## src/rtl/l1tlb_missq.sv

```systemverilog
// Miss queue between the L1 TLBs and the L2 TLB: merges duplicate VPN misses,
// issues one tagged L2 request per unique VPN and returns completed translations as fills.
module l1tlb_missq #(
  parameter int unsigned Entries = 4,
  parameter int unsigned VpnBits = 20,
  parameter int unsigned PpnBits = 20,
  parameter int unsigned TidBits = $clog2(Entries)
) (
  input  logic               clk,
  input  logic               reset,
  input  logic               miss_valid,
  output logic               miss_retry,
  input  logic [VpnBits-1:0] miss_vpn,
  input  logic               miss_prefetch,
  output logic               l1tlbtol2tlb_req_valid,
  input  logic               l1tlbtol2tlb_req_retry,
  output logic [VpnBits-1:0] l1tlbtol2tlb_req_vpn,
  output logic [TidBits-1:0] l1tlbtol2tlb_req_tid,
  input  logic               l2tlbtol1tlb_ack_valid,
  output logic               l2tlbtol1tlb_ack_retry,
  input  logic [TidBits-1:0] l2tlbtol1tlb_ack_tid,
  input  logic [PpnBits-1:0] l2tlbtol1tlb_ack_ppn,
  input  logic               l2tlbtol1tlb_ack_fault,
  output logic               fill_valid,
  input  logic               fill_retry,
  output logic [VpnBits-1:0] fill_vpn,
  output logic [PpnBits-1:0] fill_ppn,
  output logic               fill_fault,
  output logic               fill_prefetch,
  output logic               busy,
  output logic               err
);

  typedef enum logic [1:0] {FREE, PEND, WAIT, FILL} ent_state_e;

  ent_state_e         state_q [Entries];
  ent_state_e         state_d [Entries];
  logic [VpnBits-1:0] vpn_q   [Entries];
  logic [PpnBits-1:0] ppn_q   [Entries];
  logic [Entries-1:0] fault_q, pf_q;
  logic               req_lock_q, fill_lock_q, err_q;
  logic [TidBits-1:0] req_idx_q, fill_idx_q;

  logic               pend_any, fst_any, free_any;
  logic [TidBits-1:0] pend_sel, fst_sel, free_sel;
  logic [TidBits-1:0] req_tid, fill_tid;
  logic               req_fire, fill_fire, ack_hit, match, miss_fire, alloc;
  logic [Entries-1:0] match_vec;

  // Outputs and lowest-index selections depend on registered state only.
  always_comb begin
    pend_any = 1'b0;
    fst_any  = 1'b0;
    free_any = 1'b0;
    pend_sel = '0;
    fst_sel  = '0;
    free_sel = '0;
    busy     = 1'b0;
    for (int unsigned i = Entries; i > 0; i--) begin
      if (state_q[i-1] == PEND) begin
        pend_any = 1'b1;
        pend_sel = TidBits'(i-1);
      end
      if (state_q[i-1] == FILL) begin
        fst_any = 1'b1;
        fst_sel = TidBits'(i-1);
      end
      if (state_q[i-1] == FREE) begin
        free_any = 1'b1;
        free_sel = TidBits'(i-1);
      end else begin
        busy = 1'b1;
      end
    end
    req_tid                = req_lock_q ? req_idx_q : pend_sel;
    fill_tid               = fill_lock_q ? fill_idx_q : fst_sel;
    l1tlbtol2tlb_req_valid = req_lock_q | pend_any;
    l1tlbtol2tlb_req_tid   = req_tid;
    l1tlbtol2tlb_req_vpn   = vpn_q[req_tid];
    fill_valid             = fill_lock_q | fst_any;
    fill_vpn               = vpn_q[fill_tid];
    fill_ppn               = ppn_q[fill_tid];
    fill_fault             = fault_q[fill_tid];
    fill_prefetch          = pf_q[fill_tid];
    l2tlbtol1tlb_ack_retry = 1'b0;
    err                    = err_q;
  end

  // Per-entry next state; the four events always touch distinct entries.
  always_comb begin
    req_fire  = l1tlbtol2tlb_req_valid & ~l1tlbtol2tlb_req_retry;
    fill_fire = fill_valid & ~fill_retry;
    match_vec = '0;
    for (int unsigned i = 0; i < Entries; i++) begin
      match_vec[i] = (state_q[i] != FREE) && (vpn_q[i] == miss_vpn) &&
                     !(fill_fire && (fill_tid == TidBits'(i)));
    end
    match      = |match_vec;
    miss_retry = reset | (~match & ~free_any);
    miss_fire  = miss_valid & ~miss_retry;
    alloc      = miss_fire & ~match;
    ack_hit    = l2tlbtol1tlb_ack_valid && (state_q[l2tlbtol1tlb_ack_tid] == WAIT);
    for (int unsigned i = 0; i < Entries; i++) state_d[i] = state_q[i];
    if (alloc)     state_d[free_sel]             = PEND;
    if (req_fire)  state_d[req_tid]              = WAIT;
    if (ack_hit)   state_d[l2tlbtol1tlb_ack_tid] = FILL;
    if (fill_fire) state_d[fill_tid]             = FREE;
  end

  always_ff @(posedge clk) begin
    if (reset) begin
      for (int unsigned i = 0; i < Entries; i++) state_q[i] <= FREE;
      req_lock_q  <= 1'b0;
      fill_lock_q <= 1'b0;
      req_idx_q   <= '0;
      fill_idx_q  <= '0;
      err_q       <= 1'b0;
    end else begin
      for (int unsigned i = 0; i < Entries; i++) state_q[i] <= state_d[i];
      // A stalled selection stays locked so the payload holds until transfer.
      if (req_fire) req_lock_q <= 1'b0;
      else if (l1tlbtol2tlb_req_valid) begin
        req_lock_q <= 1'b1;
        req_idx_q  <= req_tid;
      end
      if (fill_fire) fill_lock_q <= 1'b0;
      else if (fill_valid) begin
        fill_lock_q <= 1'b1;
        fill_idx_q  <= fill_tid;
      end
      if (l2tlbtol1tlb_ack_valid && !ack_hit) err_q <= 1'b1;
    end
  end

  always_ff @(posedge clk) begin
    if (alloc) begin
      vpn_q[free_sel] <= miss_vpn;
      pf_q[free_sel]  <= miss_prefetch;
    end else if (miss_fire && !miss_prefetch) begin
      pf_q <= pf_q & ~match_vec;
    end
    if (ack_hit) begin
      ppn_q[l2tlbtol1tlb_ack_tid]   <= l2tlbtol1tlb_ack_ppn;
      fault_q[l2tlbtol1tlb_ack_tid] <= l2tlbtol1tlb_ack_fault;
    end
  end

endmodule

```

## config.mk

```make
export PLATFORM = sky130hd
export DESIGN_NAME = l1tlb_missq
export DESIGN_NICKNAME = d
export VERILOG_FILES = /design/src/rtl/l1tlb_missq.sv
export SDC_FILE = /design/constraint.sdc
export NUM_CORES = 1
export LEC_CHECK = 0
export CORE_MARGIN = 4
export CORE_UTILIZATION = 50
export CTS_BUF_LIST = sky130_fd_sc_hd__clkbuf_4
export CTS_CLUSTER_DIAMETER = 200
export CTS_CLUSTER_SIZE = 12
export DETAILED_ROUTE_END_ITERATION = 8
export PLACE_DENSITY = 0.73
export SYNTH_ARGS = -nofsm -noshare
export SYNTH_HDL_FRONTEND = slang
export SYNTH_SLANG_ARGS = --single-unit
```

## constraint.sdc

```tcl
create_clock -name clk -period 4.85 [get_ports clk]
set_input_delay 0.97 -clock clk [delete_from_list [all_inputs] [get_ports clk]]
set_output_delay 0.97 -clock clk [all_outputs]
set_load 0.005 [all_outputs]
```

### After elaboration in Yosys (flattened, before gate mapping)

Memories as Yosys holds them, arrays and structs flattened.
Cells that the tools add are included.

* order comparisons: 13
* reductions and logical operators: 42
* eq/ne operators: 16
* bitwise logic cells: 34
* muxes and demuxes: 65

Operator list (count)
* $eq A20 B20 Y1: 4
* $mux W2: 22
* $mux W8: 4
* $mux W1: 27
* $logic_and A1 B1 Y1: 21
* $demux W2 S2: 4
* $eq A2 B2 Y1 const B: 7
* $and A4 B4 Y4: 3
* $ge A3 B3 Y1 const B: 4
* $lt A3 B1 Y1 const B: 4
* $not A2 Y3: 4
* $not A4 Y4: 3
* $eq A2 B1 Y1 const B: 5
* $logic_not A2 Y1: 5
* $reduce_bool A2 Y1: 5
* $lt A2 B3 Y1 const B: 3
* $and A8 B8 Y8: 1
* $bwmux W4: 2
* $mux W4: 2
* $not A8 Y8: 1
* $or A4 B4 Y4: 2
* $or A8 B8 Y8: 1
* $not A1 Y1: 7
* $or A1 B1 Y1: 7
* other kinds (8): 22

* input bits: 50
* memories: 3
* logic and storage cells: 180
* register bits: 15
* memory bits (writable): 168
* output and inout bits: 70

Memories
* ppn_q: depth 4, width 20, read ports 1, clocked after memory_dff 0, write ports 1, RTL line 39 `logic [PpnBits-1:0] ppn_q [Entries];`
* vpn_q: depth 4, width 20, read ports 6, clocked after memory_dff 0, write ports 1, RTL line 38 `logic [VpnBits-1:0] vpn_q [Entries];`
* state_q: depth 4, width 2, read ports 5, clocked after memory_dff 0, write ports 4, RTL line 36 `ent_state_e state_q [Entries];`

### Longest topological paths before layout

An unclocked memory read counts as a cell.

* depth after elaboration: 26
* gate-level depth with buffers: 10
* depth with buffers taken out: 7

### Worst setup path after synthesis

Ideal clock, no wire load.

* kind: input to register
* from: input l2tlbtol1tlb_ack_tid[0]
* to: memory state_q[0][0] in the netlist's numbering
* data arrival time: 3.718 ns
* cell stages on the path: 6
* setup time: 0.067 ns
* required time: 4.783 ns
* slack: 1.064 ns
* path buffers: 0
* cells stage by stage: or3b_2 -> a21oi_1 -> inv_1 -> nor3b_1 -> nand2b_1 -> o311a_1

RTL lines
* from (decl): RTL line 21 `input logic [TidBits-1:0] l2tlbtol1tlb_ack_tid,`
* to (decl): RTL line 36

### Final worst setup path

* from: input fill_retry
* to: output miss_retry

* word-level cells in the longest chain between the ends: 9
* elaborated cells on any way between the ends: 18
* classes of those cells: bitwise: 5; reduce/logical: 13

Ends and longest elaborated chain
* from (decl): RTL line 25 `input logic fill_retry,`
* $not A1 Y1 *: RTL line 92 `fill_fire = fill_valid & ~fill_retry;`
* $and A1 B1 Y1 *: RTL line 92
* $logic_and A1 B1 Y1: RTL line 96 `!(fill_fire && (fill_tid == TidBits'(i)));`
* $logic_not A1 Y1: RTL line 96
* $logic_and A1 B1 Y1: RTL line 95 `match_vec[i] = (state_q[i] != FREE) && (vpn_q[i] == miss_vpn) &&`
* $reduce_or A4 Y1 *: RTL line 98 `match = |match_vec;`
* $not A1 Y1 *: RTL line 99 `miss_retry = reset | (~match & ~free_any);`
* $and A1 B1 Y1 *: RTL line 99
* $or A1 B1 Y1 *: RTL line 99
* to (decl): RTL line 12 `output logic miss_retry,`

Every way passes the cells marked *; elsewhere a longest branch is shown, timed or not.

==> out/results.ini <==
[synth]
synth-edff-count=168
synth_area_leaders=edfxtp_1, nand2_1, and3_1
synth_top_family_by_area=simple AND/OR/NAND/NOR gates
synthArstFlopShare_pct=0
synth_xor_area_share_pct=7.843
syn_area_per_cell_um2=10.58
yosysMostFrequentCell=nand2_1
seq_area_frac_synth_pct=59.83
syn_nets=894
ys_seq_elements=183
synth-simple-area-share_pct=21.26
synth-compound-area-share_pct=8.207
synth-main-ff-cell=edfxtp_1
synth_top_area_cell=edfxtp_1
ys_warn_count=0
yosys-mux-area-fraction_pct=0.4482
synth_top_area_share_pct=56.47
postSynthCellCount=844
syn_area_um2=8934
synth-adder-area-share_pct=0
synthTopCellsByCount=nand2_1, edfxtp_1, and3_1
synth_cell_types=54

[cts]
cts_setup_buffers=0
cts-buffers-inserted=17
cts.repair.resized=0
clk_latency_ns=0.58
cts_tree=built
ctsHoldBuffers=0
htree_num_levels=4
cts_buffer_depth=2
clkTransAtPathRegs_ns=0.16
clkSinkCount=183
cts-root-buf=clkbuf_4

[sta]
fmax_mhz=214.2
tns_ns=0
period_share_pct=96.24
setup_viol=0
worst_slew_margin_rel_pct=37.03
worst_slack_ns=0.1823
hold_viol=0
clock_skew_ns=0.02194
grt_setup_unrepaired=false
drv_slew=0
worst_pin_slew_ns=0.9446
period_needed_ns=4.668

[grt]
grt_overflow=0
grt_usage_pct=23.71
grt_pass1_wl_um=36470
antenna_found_initial=1
grt_max_degree=85
grt_pass1_vias=6553

[pwr]
ir_worst_vdd_uv=146.4
power_frac_seq_pct=60.5
power.share.switching_pct=26.65
power_leakage_nw=3.864
power.share.clock_pct=27.0
p_sw_uw=783.6
p_per_area_nw_per_um2=273.8
internal_power_mw=2.157
combPwrFrac_pct=12.5

[critical_path]
cp_data_arrival_time_ns=3.70
crit_type=in -> out
crit_buf_inv=2
slowest_delay_ns=0.59
critPathLaunchType=input port
critPathSlowestCell=nor4bb_1
worst_ep_required_time_ns=3.88
cp_top_family=buffers and inverters
cp_max_fo=6
cpMostUsedCell=clkdlybuf4s50_1
critPathCaptureType=primary output
path_cells=clkdlybuf4s50_1 -> a21o_1 -> nor4bb_1 -> or4_4 -> nor4_4 -> a211oi_2 -> nand2_1 -> o21bai_1 -> clkdlybuf4s50_1

[layout]
layout.nets=1007
syn2layout_area_growth_pct=20.18
drive_gt1_share_pct=7.637
final_util_pct=61.65

[placed_design]
dp_slack_ns=0.2955
dp_hpwl_um=15810
gp_congestion=0.9249
port_buffers=118

[worst_hold_path]
hp-class=reg -> reg

[outcome]
status=finished, final reports clean

[drt]
drt_iter0_markers=689
firstDrtPassIters=6
wl_per_cell_um=19.89
viasPerCell=5.801
drc=0
vias=6932
routed_wl_um=23770
ant_nets=0

[die]
num_io_pins=120
core-area_um2=17420
start_util_pct=51.29
die-area_um2=20070
dieHeight_um=141.7
rows=48
fp.dieW_um=141.7

[flow_run]
maxCapViolCount=0

-- through the flow --
step,hold slack [ns],power (mW),instance area [um2],instances
2_1_floorplan,0.4605,1.968,8934,844
3_3_place_gp,0.4514,2.175,10470,1163
3_5_place_dp,0.4605,2.178,10470,1163
4_1_cts,0.4963,2.949,10730,1194
5_1_grt,0.5397,3.054,10740,1195
6_report,0.4951,2.940,10740,1195
-- registers in the layout, indices dropped and copies added, names as in the netlist --
signal	flops
err	1
fault_q	4
pf_q	4
ppn_q	80
fill_lock_q	1
state_q	8
fill_idx_q	2
vpn_q	80
req_idx_q	2
req_lock_q	1
-- final timing paths --
kind / startpoint / to / slack (ns) / depth (start not counted)
setup / recovery: fill_retry / miss_retry / 0.18 / 9
hold / removal: err / err / 0.50 / 2
setup reg to reg: state_q[3][0] / vpn_q[2][15] / 1.43 / 6
hold reg to reg: err / err / 0.50 / 2
-- area by class of cell --
type                       count  area [um2]
fill                        1415        6680
sequential                   183        5345
multi-input combinational    606        3432
timing repair buffer         142        1386
tap                          225       281.5
clock inverter                14       135.1
clock buffer                  17       127.6
inverter                       7       26.28
antenna                        1       2.502
-- placed cells by master, fill, tap and decap left out, types with 4 or more instances in the layout --
master           synthesis  final
clkbuf_4                 0     17
nor4_1                  10      9
o21a_1                   4      4
a21oi_1                 11     10
buf_4                    1     22
inv_6                    0      6
clkdlybuf4s50_1          0    118
nand2_1                263    263
nand2b_1                 9      9
xnor2_1                 38     38
inv_1                    6      6
a31oi_1                 64     64
edfxtp_1               168    168
mux2i_1                  4      4
dfxtp_1                 15     15
nor2_1                  22     20
nand4_1                 12     12
xor2_1                  42     42
nor3_1                   8      8
and3_1                  65     65
-- power by group through the flow --
stage	logic (mW)	clock network (mW)	registers [mW]
2_1_floorplan	0.163	0	1.80
3_3_place_gp	0.362	0	1.81
3_5_place_dp	0.365	0	1.81
4_1_cts	0.368	0.804	1.78
5_1_grt	0.399	0.874	1.78
6_report	0.369	0.793	1.78
-- logic make-up after synthesis --
family	count (synthesis)
buffers and inverters	55
muxes	4
xor gates and xnor gates	80
DFF	183
and+or+nand+nor	413
AOI/OAI and AO/OA	108
other	1
-- worst min-delay path: cells and delay by family (launching register included) --
kind,cells,cell delay [ns]
flops,1,0.36
simple gates,1,0.07
compound gates,1,0.04
-- layer usage --
metal	global-route usage [%]	vias to the layer above	wire (um)
li1	-	3247	-
met1	33.13	3295	9823
met2	38.34	350	11330
met3	4.348	40	2148
met4	6.566	0	460
met5	0	-	0
Power figures use the tool's default switching activity.
